**src/rtl/msg_slice_sequencer_pkg.sv**
```systemverilog
// Shared constants for the message slice sequencer.
//  K/M/La    : message width, encoder parallelism, bits per symbol
//  W/NSLICE  : slice width and slices per message
//  CNT_W     : slice index width
//  state_e   : sequencer FSM encoding (ST_IDLE, ST_STREAM)
//  ORDER_*   : slice order select values
package msg_slice_sequencer_pkg;
  localparam int K      = 1024;
  localparam int M      = 32;
  localparam int La     = 8;
  localparam int W      = M * La;
  localparam int NSLICE = K / W;
  localparam int CNT_W  = $clog2(NSLICE);

  typedef enum logic {ST_IDLE = 1'b0, ST_STREAM = 1'b1} state_e;

  localparam logic ORDER_ASC  = 1'b0;
  localparam logic ORDER_DESC = 1'b1;
endpackage

```
**src/rtl/msg_slice_sequencer_if.sv**
```systemverilog
// Message-in / slice-out bus of the slice sequencer.
//  master : message assembler + encoder side (drives msg_*, order, abort, slice_ready)
//  slave  : the sequencer (drives msg_ready, slice_*, msg_to_encode, busy)
interface msg_slice_sequencer_if;
  import msg_slice_sequencer_pkg::*;
  logic [K-1:0]     msg_in;
  logic             msg_valid;
  logic             msg_ready;
  logic             order;
  logic             abort;
  logic [W-1:0]     msg_to_encode;
  logic             slice_valid;
  logic             slice_ready;
  logic [CNT_W-1:0] slice_idx;
  logic             slice_last;
  logic             busy;

  modport master (
    output msg_in, msg_valid, order, abort, slice_ready,
    input  msg_ready, msg_to_encode, slice_valid, slice_idx, slice_last, busy
  );
  modport slave (
    input  msg_in, msg_valid, order, abort, slice_ready,
    output msg_ready, msg_to_encode, slice_valid, slice_idx, slice_last, busy
  );
endinterface

```
**src/rtl/msg_slice_sequencer_slice_select.sv**
```systemverilog
// slice_select: combinational W-bit mux of the message buffer by slice index.
//  data : NSLICE packed W-bit slices, slice i at data[i]
//  idx  : slice to present
//  en   : output forced to zero when low
//  dout : selected slice
module slice_select
  import msg_slice_sequencer_pkg::*;
(
  input  logic [NSLICE-1:0][W-1:0] data,
  input  logic [CNT_W-1:0]         idx,
  input  logic                     en,
  output logic [W-1:0]             dout
);
  // One-hot masked lanes OR-reduced; avoids a wide variable part-select.
  logic [NSLICE-1:0][W-1:0] lane;

  for (genvar g = 0; g < NSLICE; g++) begin : g_lane
    assign lane[g] = (en && idx == CNT_W'(g)) ? data[g] : '0;
  end

  always_comb begin
    dout = '0;
    for (int i = 0; i < NSLICE; i++) dout = dout | lane[i];
  end
endmodule

```
**src/rtl/msg_slice_sequencer.sv**
```systemverilog
// msg_slice_sequencer: captures one K-bit message on a valid/ready handshake and
// streams it as NSLICE W-bit slices (ascending or descending) with back-pressure.
//  clk, rst : clock, asynchronous active-high reset
//  bus      : slave side of msg_slice_sequencer_if (message in, slice stream out)
module msg_slice_sequencer
  import msg_slice_sequencer_pkg::*;
(
  input  logic                 clk,
  input  logic                 rst,
  msg_slice_sequencer_if.slave bus
);
  if (K % W != 0 || NSLICE < 2) begin : g_bad_params
    $error("msg_slice_sequencer: K must be a multiple of W with at least 2 slices");
  end

  state_e           state_q, state_d;
  logic [K-1:0]     msg_buf_q, msg_buf_d;
  logic [CNT_W-1:0] cnt_q, cnt_d;
  logic             order_q, order_d;

  logic             valid, last, accept, capture;
  logic [CNT_W-1:0] idx;

  assign valid   = (state_q == ST_STREAM);
  assign last    = valid && (cnt_q == CNT_W'(NSLICE - 1));
  assign accept  = valid && bus.slice_ready;
  // Abort blocks capture so a message offered during a flush is never dropped silently.
  assign bus.msg_ready = !bus.abort && (!valid || (accept && last));
  assign capture = bus.msg_valid && bus.msg_ready;

  always_comb begin
    idx = '0;
    if (valid) idx = (order_q == ORDER_DESC) ? CNT_W'(NSLICE - 1) - cnt_q : cnt_q;
  end

  always_comb begin
    state_d   = state_q;
    msg_buf_d = msg_buf_q;
    cnt_d     = cnt_q;
    order_d   = order_q;
    if (bus.abort) begin
      state_d = ST_IDLE;
      cnt_d   = '0;
    end else if (capture) begin
      // Covers both the idle capture and the back-to-back capture on the last beat.
      state_d   = ST_STREAM;
      msg_buf_d = bus.msg_in;
      order_d   = bus.order;
      cnt_d     = '0;
    end else if (accept) begin
      if (last) state_d = ST_IDLE;
      else      cnt_d   = cnt_q + CNT_W'(1);
    end
  end

  always_ff @(posedge clk or posedge rst) begin
    if (rst) begin
      state_q   <= ST_IDLE;
      msg_buf_q <= '0;
      cnt_q     <= '0;
      order_q   <= 1'b0;
    end else begin
      state_q   <= state_d;
      msg_buf_q <= msg_buf_d;
      cnt_q     <= cnt_d;
      order_q   <= order_d;
    end
  end

  slice_select u_sel (
    .data (msg_buf_q),
    .idx  (idx),
    .en   (valid),
    .dout (bus.msg_to_encode)
  );

  assign bus.slice_valid = valid;
  assign bus.slice_idx   = idx;
  assign bus.slice_last  = last;
  assign bus.busy        = valid;
endmodule
```
**src/flat_wrapper.sv**
```systemverilog
// flat-port wrapper written by rule: the top's interface ports become plain ports
module msg_slice_sequencer_flat import msg_slice_sequencer_pkg::*;
  (clk, rst, bus_msg_in, bus_msg_valid, bus_order, bus_abort, bus_slice_ready, bus_msg_ready, bus_msg_to_encode, bus_slice_valid, bus_slice_idx, bus_slice_last, bus_busy);
  msg_slice_sequencer_if bus_i ();
  input  logic clk;
  input  logic rst;
  input wire logic [$bits(bus_i.msg_in)-1:0] bus_msg_in;
  input wire logic [$bits(bus_i.msg_valid)-1:0] bus_msg_valid;
  input wire logic [$bits(bus_i.order)-1:0] bus_order;
  input wire logic [$bits(bus_i.abort)-1:0] bus_abort;
  input wire logic [$bits(bus_i.slice_ready)-1:0] bus_slice_ready;
  output wire logic [$bits(bus_i.msg_ready)-1:0] bus_msg_ready;
  output wire logic [$bits(bus_i.msg_to_encode)-1:0] bus_msg_to_encode;
  output wire logic [$bits(bus_i.slice_valid)-1:0] bus_slice_valid;
  output wire logic [$bits(bus_i.slice_idx)-1:0] bus_slice_idx;
  output wire logic [$bits(bus_i.slice_last)-1:0] bus_slice_last;
  output wire logic [$bits(bus_i.busy)-1:0] bus_busy;
  assign bus_i.msg_in = bus_msg_in;
  assign bus_i.msg_valid = bus_msg_valid;
  assign bus_i.order = bus_order;
  assign bus_i.abort = bus_abort;
  assign bus_i.slice_ready = bus_slice_ready;
  assign bus_msg_ready = bus_i.msg_ready;
  assign bus_msg_to_encode = bus_i.msg_to_encode;
  assign bus_slice_valid = bus_i.slice_valid;
  assign bus_slice_idx = bus_i.slice_idx;
  assign bus_slice_last = bus_i.slice_last;
  assign bus_busy = bus_i.busy;
  msg_slice_sequencer u_core (.clk(clk), .rst(rst), .bus(bus_i));
endmodule
```
**config.mk**
```make
export PLATFORM = sky130hd
export DESIGN_NAME = msg_slice_sequencer_flat
export DESIGN_NICKNAME = d
export VERILOG_FILES = /design/src/rtl/msg_slice_sequencer_pkg.sv /design/src/rtl/msg_slice_sequencer_if.sv /design/src/rtl/msg_slice_sequencer_slice_select.sv /design/src/rtl/msg_slice_sequencer.sv /design/src/flat_wrapper.sv
export SDC_FILE = /design/constraint.sdc
export NUM_CORES = 2
export LEC_CHECK = 0
export BUFFER_PORTS_ARGS = -buffer_cell sky130_fd_sc_hd__buf_2
export CORE_AREA = 2 2 501 503
export DETAILED_ROUTE_END_ITERATION = 10
export DIE_AREA = 0 0 503 505
export GPL_TIMING_DRIVEN = 1
export PLACE_DENSITY = 0.42
export SLEW_MARGIN = 40
export SYNTH_ARGS = -nofsm -noshare
export SYNTH_HDL_FRONTEND = slang
export SYNTH_HIERARCHICAL = 1
export SYNTH_SLANG_ARGS = --single-unit
```
**constraint.sdc**
```tcl
create_clock -name clk -period 78.3 [get_ports clk]
set_clock_uncertainty 0.15 [all_clocks]
set_input_delay 15.66 -clock clk [delete_from_list [all_inputs] [get_ports clk]]
set_output_delay 15.66 -clock clk [all_outputs]
set_load 0.02 [all_outputs]
```
==> flow_metrics.py <==
metrics = {
    "yosys": {
        "yosys_warnings": 6,
        "ys_types": 23,
        "netlist_area_mm2": 0.0462,
        "syn-instance-count": 3068,
        "synth.avg_cell_area_um2": 15.1,
        "synthesis.nets": 4099,
        "synth-seq-area-share": 0.557,
        "ys_seq_elements": 1028,
    },
    "floorplanning": {
        "die_area_mm2": 0.254,
        "io_pins": 1292,
        "core_mm2": 0.248,
        "die_w_um": 503,
        "rows": 183,
        "start_util": 0.186,
        "die_y_um": 505,
    },
    "pwr": {
        "p_per_area_mw_per_mm2": 27.4,
        "ir_drop_uv": 19.6,
        "p_leak_uw": 0.0259,
        "power_uw": 1650,
    },
    "clocking": {
        "cts_tree": "done",
        "clk_pin_slew_ns": 0.05,
        "numCtsBuffers": 132,
        "clk_path_buf_depth": 3,
        "post_cts_buffers": 0,
        "htreeDepth": 4,
        "clk_latency_ns": 0.77,
        "cts_resized": 0,
        "clkSinkCount": 1028,
        "postCtsHoldBufs": 0,
        "clock-root-buffer": "clkbuf_16",
    },
    "setup_path": {
        "setup.worst_path.start": "bus_slice_ready",
        "path_max_fanout": 3,
        "worstPathArrival_ns": 16.31,
        "r2r-end": "u_core/msg_buf_q[626]",
        "critPathMostFrequentCell": "buf_2",
        "cp_data_required_time_ns": 62.49,
        "max_stage_delay_ns": 0.26,
        "cp-start-kind": "primary input",
        "path_cells": "buf_2 > a21boi_2 > nor2_1 > buf_2",
        "worstRegToRegCells": 10,
        "timing.rr.start": "u_core/bus.busy",
        "cp_slowest_cell": "a21boi_2",
        "endpoint_kind": "primary output",
        "path_class": "primary input to primary output",
        "r2r_setup_slack_ns": 71.78,
    },
    "placed_design": {
        "hpwl_mm": 141,
        "gp_congestion": 0.822,
        "port_buffers": 1291,
        "dp_cells": 7518,
    },
    "worst_hold_path": {
        "whs_endpoint": "u_core/msg_buf_q[124]",
        "hold_class": "flip-flop to flip-flop",
        "whs_path_depth": 1,
        "holdCritStartpoint": "u_core/msg_buf_q[124]",
    },
    "global_routing": {
        "met2_usage": 0.230,
        "antenna_found_initial": 190,
        "overflow": 0,
        "grt-busiest-layer": "met2",
        "grt_pass1_vias": 33300,
        "use_met3": 0.0695,
        "grt_pass1_wl_mm": 255,
        "grt_use_met1": 0.156,
        "grtUsageTotal": 0.140,
        "grt_max_degree": 93,
    },
    "timing": {
        "setup_tns_ns": 0,
        "fmax_mhz": 31.1,
        "rsz0062_at_grt": "false",
        "relSlewSlack": 0.347,
        "setup_viol": 0,
        "hold_slack_ns": 0.352,
        "min_period_over_period": 0.410,
        "finalHoldViolCount": 0,
        "period_minus_slack_ns": 32.12,
        "tightest_slew_ns": 0.980,
        "slew_viol_final": 0,
    },
    "cells_and_area": {
        "layout-drive-gt1-share": 0.586,
        "fin_nets": 5353,
        "syn2layout_area_growth_pct": 30.3,
        "stdcell_count": 7822,
    },
    "drt": {
        "ant_nets": 0,
        "wirelength_mm": 185,
        "avgViaCountPerCell": 4.03,
        "wire_per_inst_um": 23.6,
        "drtIter0Drc": 1393,
        "drc": 0,
        "dr.pass1.iters": 4,
        "num_vias": 31500,
    },
    "run": {
        "max-cap-violations": 0,
    },
    "run_status": {
        "status": "complete, no violations",
    },
}
==> kinds of logic (layout without fill, tap and decap cells) <==
logic type / count (synthesis) / after routing / share of synthesized area
xor+xnor: 3 / 3 / 0.000569
flops: 1028 / 1028 / 0.557
mux: 1538 / 1538 / 0.363
simple gates: 12 / 12 / 0.00152
buf+inv: 229 / 1583 / 0.0432
other cells: 0 / 70 / 0
compound gates: 257 / 257 / 0.0349
fa+ha+maj: 1 / 1 / 0.000271
==> routing by layer <==
metal / wire length (um) / part of all wire
met5: 921 / 0.0050
met4: 5270 / 0.029
met3: 20200 / 0.11
met2: 87900 / 0.48
met1: 70500 / 0.38
==> how the worst max path moves through the flow <==
stage,endpoint,slack [ns],depth (start not counted)
6_report,bus_msg_ready,46.18,4
5_1_grt,bus_msg_ready,46.13,4
4_1_cts,bus_msg_ready,46.18,4
3_3_place_gp,bus_msg_ready,46.18,4
2_1_floorplan,u_core/bus.busy,33.56,1
3_5_place_dp,bus_msg_ready,46.18,4
==> layout by cell type (no fill, tap or decap), types with 28 or more instances in the layout <==
master / synthesis / final
mux2_2: 997 / 997
clkbuf_8: 0 / 36
clkbuf_1: 28 / 29
o22ai_1: 256 / 249
diode_2: 0 / 70
mux2i_1: 513 / 513
dfrtp_1: 1028 / 1028
clkbuf_16: 0 / 133
buf_2: 46 / 1291
mux2_4: 28 / 28
==> sequential cells by signal, indices dropped and copies added, names as in the netlist <==
| signal | cells |
|---|---|
| u_core/msg_buf_q | 1024 |
| u_core/order_q | 1 |
| u_core/bus.busy | 1 |
| u_core/cnt_q | 2 |
==> worst max-delay path: cells and delay by family <==
kind	cells	cell delay (ns)
AND/OR/NAND/NOR	1	0.11
AO/OA/AOI/OAI	1	0.26
buffers and inverters	2	0.29
==> synth_stat cells, drive strengths merged <==
cell type  number  area share
nor2            3     0.00024
inv             1    0.000081
a21boi          1     0.00024
xor2            3     0.00057
buf           197       0.040
nor3            2     0.00022
nor3b           1     0.00027
ha              1     0.00027
o22ai         256       0.035
mux2         1025        0.25
and2            3     0.00041
clkbuf         31      0.0028
mux2i         513        0.11
dfrtp        1028        0.56
nand2           1    0.000081
nand3b          1     0.00016
nand2b          1     0.00014
==> cell type report <==
type	instances	area, um^2
tap	3330	4170
multi-input combinational	1811	18600
inverter	1	11.3
clock buffer	198	3930
timing repair buffer	1348	7070
sequential	1028	25700
antenna	70	175
clock inverter	36	587
fill	26500	188000
==> power by group <==
group / total [uW] / switching [uW] / internal, uW / leakage (uW)
registers: 692 / 58.1 / 634 / 0.0121
clock network: 628 / 259 / 369 / 0.00220
logic: 331 / 169 / 161 / 0.0116
total: 1650 / 487 / 1160 / 0.0259
==> through the flow <==
step	area [um^2]	utilization	setup slack, ns
2_1_floorplan	46200	-	33.56
3_3_place_gp	55400	0.223	46.18
6_report	60200	0.243	46.18
3_5_place_dp	55500	0.224	46.18
5_1_grt	60200	0.242	46.13
4_1_cts	60000	0.242	46.18
Power figures use the tool's default switching activity.
